--- src/rtl/ramp_target_decoder.sv ---
// ramp_target_decoder: recovers the target T from a 0,1,..,T,0,.. ramp stream.
// The decoder locks once LOCK_COUNT consecutive complete ramps agree on T.
// An illegal step raises err and drops the decoder back to hunting for a zero.
module ramp_target_decoder #(
  parameter int unsigned WIDTH      = 8,
  parameter int unsigned LOCK_COUNT = 2
) (
  input  logic             clk,
  input  logic             rst,
  input  logic [WIDTH-1:0] sample_in,
  input  logic             sample_valid,
  output logic [WIDTH-1:0] target_out,
  output logic             target_valid,
  output logic             locked,
  output logic             err
);

  // Wide enough for LOCK_COUNT up to 15.
  localparam int unsigned CNT_W = 4;
  localparam logic [CNT_W-1:0] LOCK_CNT = CNT_W'(LOCK_COUNT);

  typedef enum logic [1:0] {
    HUNT = 2'd0,
    RAMP = 2'd1,
    LOCK = 2'd2
  } state_t;

  state_t           r_state;
  logic [WIDTH-1:0] r_prev;
  logic [WIDTH-1:0] r_cand;
  logic [CNT_W-1:0] r_match_cnt;
  logic [WIDTH-1:0] r_target;
  logic             r_target_valid;
  logic             r_locked;
  logic             r_err;

  state_t           w_state_nxt;
  logic [WIDTH-1:0] w_prev_nxt;
  logic [WIDTH-1:0] w_cand_nxt;
  logic [CNT_W-1:0] w_match_nxt;
  logic [WIDTH-1:0] w_target_nxt;
  logic             w_target_valid_nxt;
  logic             w_locked_nxt;
  logic             w_err_nxt;
  logic [WIDTH-1:0] w_prev_inc;

  // Expected next ramp value; wraps modulo 2^WIDTH.
  assign w_prev_inc = r_prev + WIDTH'(1);

  // State and output registers; reset has priority over sample_valid.
  always_ff @(posedge clk) begin
    if (rst) begin
      r_state        <= HUNT;
      r_prev         <= '0;
      r_cand         <= '0;
      r_match_cnt    <= '0;
      r_target       <= '0;
      r_target_valid <= 1'b0;
      r_locked       <= 1'b0;
      r_err          <= 1'b0;
    end else begin
      r_state        <= w_state_nxt;
      r_prev         <= w_prev_nxt;
      r_cand         <= w_cand_nxt;
      r_match_cnt    <= w_match_nxt;
      r_target       <= w_target_nxt;
      r_target_valid <= w_target_valid_nxt;
      r_locked       <= w_locked_nxt;
      r_err          <= w_err_nxt;
    end
  end

  // Next-state and output decode for one accepted sample; pulses clear otherwise.
  always_comb begin
    w_state_nxt        = r_state;
    w_prev_nxt         = r_prev;
    w_cand_nxt         = r_cand;
    w_match_nxt        = r_match_cnt;
    w_target_nxt       = r_target;
    w_locked_nxt       = r_locked;
    w_target_valid_nxt = 1'b0;
    w_err_nxt          = 1'b0;

    if (sample_valid) begin
      unique case (r_state)
        HUNT: begin
          // Only a zero can start a ramp; it yields no candidate.
          if (sample_in == '0) begin
            w_prev_nxt  = '0;
            w_state_nxt = RAMP;
          end
        end
        RAMP, LOCK: begin
          if (sample_in == '0) begin
            // End of ramp: the candidate target is the last sample seen.
            w_prev_nxt = '0;
            if (r_prev == r_cand) begin
              w_match_nxt = (r_match_cnt >= LOCK_CNT) ? LOCK_CNT
                                                      : r_match_cnt + CNT_W'(1);
            end else begin
              w_cand_nxt   = r_prev;
              w_match_nxt  = CNT_W'(1);
              w_locked_nxt = 1'b0;
              w_state_nxt  = RAMP;
            end
            if (w_match_nxt >= LOCK_CNT) begin
              w_locked_nxt       = 1'b1;
              w_target_nxt       = r_prev;
              w_target_valid_nxt = 1'b1;
              w_state_nxt        = LOCK;
            end
          end else if (sample_in == w_prev_inc) begin
            w_prev_nxt = sample_in;
          end else begin
            // Illegal step: drop lock and re-synchronise; target_out holds.
            w_err_nxt    = 1'b1;
            w_locked_nxt = 1'b0;
            w_match_nxt  = '0;
            w_state_nxt  = HUNT;
          end
        end
        default: begin
          w_state_nxt = HUNT;
        end
      endcase
    end
  end

  assign target_out   = r_target;
  assign target_valid = r_target_valid;
  assign locked       = r_locked;
  assign err          = r_err;

endmodule
--- config.mk ---
export PLATFORM = sky130hd
export DESIGN_NAME = ramp_target_decoder
export DESIGN_NICKNAME = d
export VERILOG_FILES = /design/src/rtl/ramp_target_decoder.sv
export SDC_FILE = /design/constraint.sdc
export NUM_CORES = 1
export LEC_CHECK = 0
export CAP_MARGIN = 5
export CORE_MARGIN = 10
export CORE_UTILIZATION = 50
export CTS_BUF_LIST = sky130_fd_sc_hd__clkbuf_8
export DETAILED_ROUTE_END_ITERATION = 10
export GPL_ROUTABILITY_DRIVEN = 0
export PLACE_DENSITY = 0.72
export SLEW_MARGIN = 20
export SYNTH_ARGS = -nofsm -noshare
export SYNTH_HDL_FRONTEND = slang
export SYNTH_SLANG_ARGS = --single-unit
--- constraint.sdc ---
create_clock -name clk -period 4.25 [get_ports clk]
set_input_delay 0.425 -clock clk [delete_from_list [all_inputs] [get_ports clk]]
set_output_delay 0.425 -clock clk [all_outputs]
set_load 0.03 [all_outputs]
==> key figures, run 1 <==
Timing
  • Hold Fails Final Rpt: 0
  • Final min period: 2530 ps
  • Setup TNS: 0 ps
  • Slew Limit Fails: 0
  • Final period utilization: 0.594
  • Max-slew headroom: 0.263
  • Worst-Margin Slew: 1100 ps
  • Hold_ws: 488 ps
  • RSZ-0062 raised after global routing: no
  • Final setup fails: 0
  • Max frequency: 0.396 GHz
  • Clk_skew: 8.84 ps

Yosys
  • Post-Syn Nets: approximately 220
  • Main synth FF type: dfxtp_1
  • Cell count after synthesis: 208
  • Seq/Total Area, Yosys: 0.349
  • Synth warnings: 0
  • Async SR Flop Fraction: 0
  • Post-synth EDFFs: 0
  • Synth Register Bits: 33
  • Synth cell types: 50
  • Mapped Area: ~0.0019 sq mm
  • Avg Cell Area, Syn: 9.10 sq um

Cells and area
  • Most common cell after layout, fill and taps aside: dfxtp_1
  • # fillers: around 330
  • Final antenna diode count: 0
  • Most frequent cells in the layout: 33 x dfxtp_1, 24 x mux2i_1, 23 x nand2_1
  • Final nets: 239
  • Area delta synth->final: 15.2%
  • Share of layout cells above drive strength 1: 0.0807

Global routing
  • Number of global-route vias before repair: 1309
  • Initial antenna violation count: 0
  • Largest net degree at the start of global routing: 31
  • GRT Overall Usage: 0.123
  • Grt ovf: 0
  • First-pass GRT wire length: 6.32 mm

Detailed routing
  • Vias per cell: 5.40
  • DRT antenna net count: 0
  • Final wirelength: 3.80 mm
  • Via count: 1464
  • Router iterations before antenna repair: 4
  • Routed len/inst: 14.0 um
  • DRT iter0 DRCs: between 80 and 90
  • Drt drc: 0

Floorplanning
  • Rows: 22
  • Die Height: 81.5 um
  • Die area: 0.00664 sq mm
  • Die extent in x: about 82 um
  • IO Pins: 22
  • Core Region: 0.00366 sq mm
  • Initial Utilization: 0.517

Worst setup path
  • CP Data Required Time: 4470 ps
  • CP Capture Type: flop
  • Arrival @ worst endpoint: approximately 2800 ps
  • CP Max Fanout: 9
  • Critical path type: reg2reg
  • Worst setup startpoint: r_prev[0]
  • Worst r2r src: r_prev[0]
  • CP startpoint kind: flop

Clocking
  • CTS sink count: 33
  • H-tree depth: 2
  • Clock buffer depth: 2
  • CTS tree: built
  • Reg clk slew, reported paths: 70 ps
  • Post-CTS sizing: 0
  • CTS Buf Count: 5
  • Setup Buffers After CTS: 0
  • Hold_buf cts: 0
  • Skew-Pair Late Insertion Delay: just under 300 ps
  • Root buffer cell: clkbuf_8

Run status
  • Status: finished clean

Power
  • Max rail drop VDD: 0.230 mV
  • PwrDens: 286 mW/mm^2
  • Leak pwr: 0.831 nW

Placement
  • PortBufs: 21
  • Post-DP HPWL: approximately 2.7 mm

Flow run
  • Maxcap violations: 0

Hold path
  • Hold Crit Class: reg2reg
  • Hold Startpoint: r_match_cnt[3]
==> layout make-up <==
class	count	area, sq um	share of cell area
clock buffer	5	68.8	0.0316
clock inverter	2	35.0	0.0161
inverter	4	15.0	0.00689
multi-input combinational	157	1120	0.515
sequential	33	661	0.303
tap	48	60.1	0.0276
timing repair buffer	22	218	0.0999
==> logic make-up after synthesis <==
group,count (synthesis),share of synthesized area
simple gates,87,0.252
mux,24,0.127
flops,33,0.349
fa+ha+maj,5,0.0331
compound gates,25,0.107
buf+inv,18,0.0575
xor+xnor,16,0.0741
==> worst max-delay path: stages (launching register included) <==
cell and delay, ps:
dfxtp_1 530, ha_1 370, nor2b_1 110, o21a_1 200
o311ai_1 490, a21oi_1 80, nand3b_1 440, mux2i_1 230
==> flip-flops by register name, summed over array words and instances, names as in the netlist <==
signal        count
r_prev            8
locked            1
err               1
r_cand            8
target_valid      1
r_match_cnt       4
r_state           2
target_out        8
==> stage by stage <==
stage                     power (W)  worst slack, ps  std cells  area, sq um   util
after floorplan            0.000330             2240        208         1890      -
after CTS                  0.000630             1690        271         2180  0.595
after global routing       0.000645             1430        271         2180  0.595
after detailed placement   0.000347             1490        264         2080  0.567
final                      0.000623             1720        271         2180  0.595
after global placement     0.000346             1510        264         2080  0.567
==> per-layer routing <==
layer / GRT usage / vias up / share of wire
li1: - / 756 / -
met1: 0.160 / 670 / 0.49
met2: 0.170 / 31 / 0.42
met3: 0.0611 / 7 / 0.066
met4: 0.0467 / 0 / 0.014
met5: 0 / - / 0
==> cells in the mapped netlist, types with 2 or more instances <==
library cell   n  area, sq um
inv_1          4         15.0
o211ai_1       4         30.0
xor2_1        12          105
nor2b_1        4         25.0
mux2i_1       24          240
nand4b_1       2         17.5
nor4_4         2         42.5
a311oi_1       2         17.5
buf_2          2         10.0
clkbuf_1       3         11.3
xnor2_1        4         35.0
a21oi_1        2         10.0
ha_1           5         62.6
and2_1         2         12.5
o21a_1         2         15.0
buf_6          3         33.8
buf_4          4         30.0
nor3b_1        3         22.5
nand3_1        6         30.0
nand2b_1       3         18.8
nand2_1       23         86.3
nor4_1         4         25.0
nor3_1         5         25.0
dfxtp_1       33          661
o21ai_0        3         15.0
nand3b_1       2         15.0
nor2_1        22         82.6
==> path summary, 6_finish.rpt <==
check	endpoint	slack [ps]	depth (start not counted)
setup reg to reg	r_prev[6]	1720	7
hold reg to reg	r_match_cnt[3]	490	1
setup / recovery	r_prev[6]	1720	7
hold / removal	r_match_cnt[3]	490	1
==> where the power goes <==
part	switching, W	leakage [nW]	internal [W]	total [W]
combinational	0.0000166	0.511	0.0000140	0.0000306
sequential	0.0000000358	0.266	0.000309	0.000309
clock	0.000113	0.0540	0.000170	0.000284
No activity file was read; power rests on OpenSTA's default activity.
==> run 2: changes to the inputs <==
==> constraint.sdc (replaced) <==
create_clock -name clk -period 2.4 [get_ports clk]
set_input_delay 0.24 -clock clk [delete_from_list [all_inputs] [get_ports clk]]
set_output_delay 0.24 -clock clk [all_outputs]
set_load 0.03 [all_outputs]
==> run 2 against run 1 <==
  * Die area is the same
  * Global-route usage grew 0.79 points
  * Non-clock buffer count grew 14
  * First-iteration DRC count shrank 22%
  * Count of clock-buffer cells in the layout is the same
  * Via count grew 5.8%
  * Design area grew 7.6%
  * Setup slack lost 1500 ps
  * Critical path type unchanged
  * Critical endpoint is now locked
  * Largest cell class unchanged
  * Largest power group is now the clock network
  * Highest routed layer unchanged
==> key figures, run 2 (synthesized netlist as in run 1, its figures left out) <==
Power
  • Max rail drop VDD: 0.423 mV (+84%)
  • Leak pwr: 0.921 nW (+11%)
  • PwrDens: 529 mW/mm^2 (+85%)

Detailed routing
  • Final wirelength: 4.00 mm (+5.3%)
  • DRT antenna net count: 0 (unchanged)
  • DRT iter0 DRCs: 65 (-22%)
  • Via count: 1549 (+5.8%)
  • Routed len/inst: 14.0 um (-0.18%)
  • Drt drc: 0 (unchanged)
  • Vias per cell: 5.42 (+0.26%)
  • Router iterations before antenna repair: 4 (unchanged)

Worst setup path
  • WP buf/inv: 1 (+1)
  • Worst r2r src: r_prev[0]
  • CP startpoint kind: flop
  • CP Capture Type: flop
  • Cell breakdown of the critical path: ha_2, nand4b_1, a211oi_1, o311ai_1, buf_4, a211oi_4, a21oi_2, a211oi_2
  • CP Data Required Time: 2610 ps (-1860 ps)
  • FF-to-FF setup slack: 260 ps (-1460 ps)
  • Arrival @ worst endpoint: 2340 ps (-410 ps)
  • CP Max Fanout: 8 (-1)
  • Critical path type: reg2reg
  • Gate family responsible for the most delay along the worst path: compound AO/OA/AOI/OAI gates
  • Crit path max-delay cell type: dfxtp_1
  • Reg2reg end: locked
  • CP max stage delay: 470 ps (-60 ps)
  • Reg2Reg Depth: 8 (+1)

Clocking
  • H-tree depth: 2 (unchanged)
  • Skew-Pair Late Insertion Delay: 290 ps (about the same)
  • Clock buffer depth: 2 (unchanged)
  • CTS Buf Count: 5 (unchanged)
  • Reg clk slew, reported paths: 70 ps (about the same)
  • CTS tree: built
  • CTS sink count: 33 (unchanged)
  • Root buffer cell: clkbuf_8

Floorplanning
  • Die area: 0.00664 sq mm (unchanged)
  • Die extent in x: 81.5 um (unchanged)
  • Rows: 22 (unchanged)
  • IO Pins: 22 (unchanged)
  • Core Region: 0.00366 sq mm (unchanged)
  • Die Height: 81.5 um (unchanged)
  • Initial Utilization: 0.517 (unchanged)

Cells and area
  • Post-route design area: 0.00235 sq mm (+7.6%)
  • Most common cell after layout, fill and taps aside: dfxtp_1
  • Final antenna diode count: 0 (unchanged)
  • Util after Layout: 0.641 (+0.0455)
  • Most frequent cells in the layout: 33 x dfxtp_1, 24 x mux2i_1, 23 x nand2_1
  • Share of layout cells above drive strength 1: 0.143 (+0.0621)
  • # fillers: 312 (-5.7%)
  • Final nets: 253 (+5.9%)
  • Area delta synth->final: 24.0%

Placement
  • Placed cell area: 0.00221 sq mm (+6.3%)
  • PortBufs: 21 (unchanged)
  • Post-DP HPWL: 2.95 mm (+8.3%)

Global routing
  • Number of global-route vias before repair: 1502 (+15%)
  • Initial antenna violation count: 0 (unchanged)
  • Grt ovf: 0 (unchanged)
  • Largest net degree at the start of global routing: 26 (-16%)
  • First-pass GRT wire length: 6.94 mm (+9.8%)
  • GRT Overall Usage: 0.131 (+0.00793)

Timing
  • Max frequency: 0.468 GHz (+18%)
  • Setup TNS: 0 ps (unchanged)
  • Final setup fails: 0 (unchanged)
  • Worst-Margin Slew: 600 ps (-502 ps)
  • Slew Limit Fails: 0 (unchanged)
  • Final period utilization: 0.890 (+0.296)
  • Max-slew headroom: 0.599 (+0.336)
  • RSZ-0062 raised after global routing: no
  • Hold Fails Final Rpt: 0 (unchanged)
  • Clk_skew: 5.31 ps (-3.53 ps)
  • Final min period: 2140 ps (-389 ps)

Hold path
  • Hold Crit Class: reg2reg
  • Hold Startpoint: target_out[0]
  • Worst Hold Path EP: target_out[0]
  • WHS Path Cells: 2 (+1)

Flow run
  • Maxcap violations: 0 (unchanged)

Run status
  • Status: finished clean
==> run 2: cell count changes in the layout (fill, tap and decap cells not counted) <==
cell,previous run,this run
ha_2,0,1
inv_6,0,1
clkinv_2,1,0
bufinv_16,1,2
ha_1,5,4
buf_4,1,13
buf_12,0,2
==> run 2: worst reg2reg max path, delay by kind of cell, from the launching register on <==
| kind | cells | cell delay, ps |
|---|---|---|
| AND/OR/NAND/NOR | 1 | 140 |
| adder cells (fa/ha/maj) | 1 | 310 |
| buffers and inverters | 1 | 160 |
| flip-flops | 1 | 470 |
| AO/OA/AOI/OAI | 5 | 990 |
==> run 2: area by class of cell <==
type                            count  area [sq um]  area share
Multi-Input combinational cell    157          1120       0.479
Sequential cell                    33           661       0.282
Timing Repair Buffer               36           348       0.148
Clock buffer                        5          68.8      0.0293
Clock inverter                      3          68.8      0.0293
Tap cell                           48          60.1      0.0256
Inverter                            4          15.0     0.00640
==> run 2: stage by stage <==
step | hold WS (ps) | power, W | setup WS [ps] | instances
floorplan | 379 | 0.000585 | 392 | 208
global placement | 472 | 0.000619 | 98.5 | 278
detailed placement | 483 | 0.000619 | 107 | 278
CTS | 500 | 0.00125 | 204 | 286
global route | 521 | 0.00129 | 22.1 | 286
finish | 500 | 0.00124 | 264 | 286
==> run 2: what timing repair did <==
item,4_1_cts,5_1_grt
endpoints found under the setup margin,0,12
hold buffers,0,0
setup buffers,0,0
resized for setup,0,1
==> run 2: power breakdown <==
part / internal [W] / leakage (nW) / switching (W)
clock: 0.000418 / 0.0687 / 0.000216
sequential: 0.000547 / 0.266 / 0.0000000650
combinational: 0.0000295 / 0.587 / 0.0000298
==> run 2: worst max path at each step <==
stage	start	endpoint	slack (ps)	depth (start not counted)
final	r_prev[0]	locked	260	8
after global routing	r_prev[0]	locked	20	8
after detailed placement	sample_in[1]	target_out[6]	110	7
after CTS	r_prev[0]	locked	200	8
after floorplan	r_prev[1]	r_prev[0]	390	9
after global placement	sample_in[2]	target_out[7]	100	7
==> run 2: layer usage <==
metal	vias to the layer above	part of all wire	global-route usage
met2	36	0.45	0.195
met1	711	0.47	0.158
met3	10	0.060	0.0524
met4	0	0.024	0.0709
met5	-	0	0
li1	792	-	-
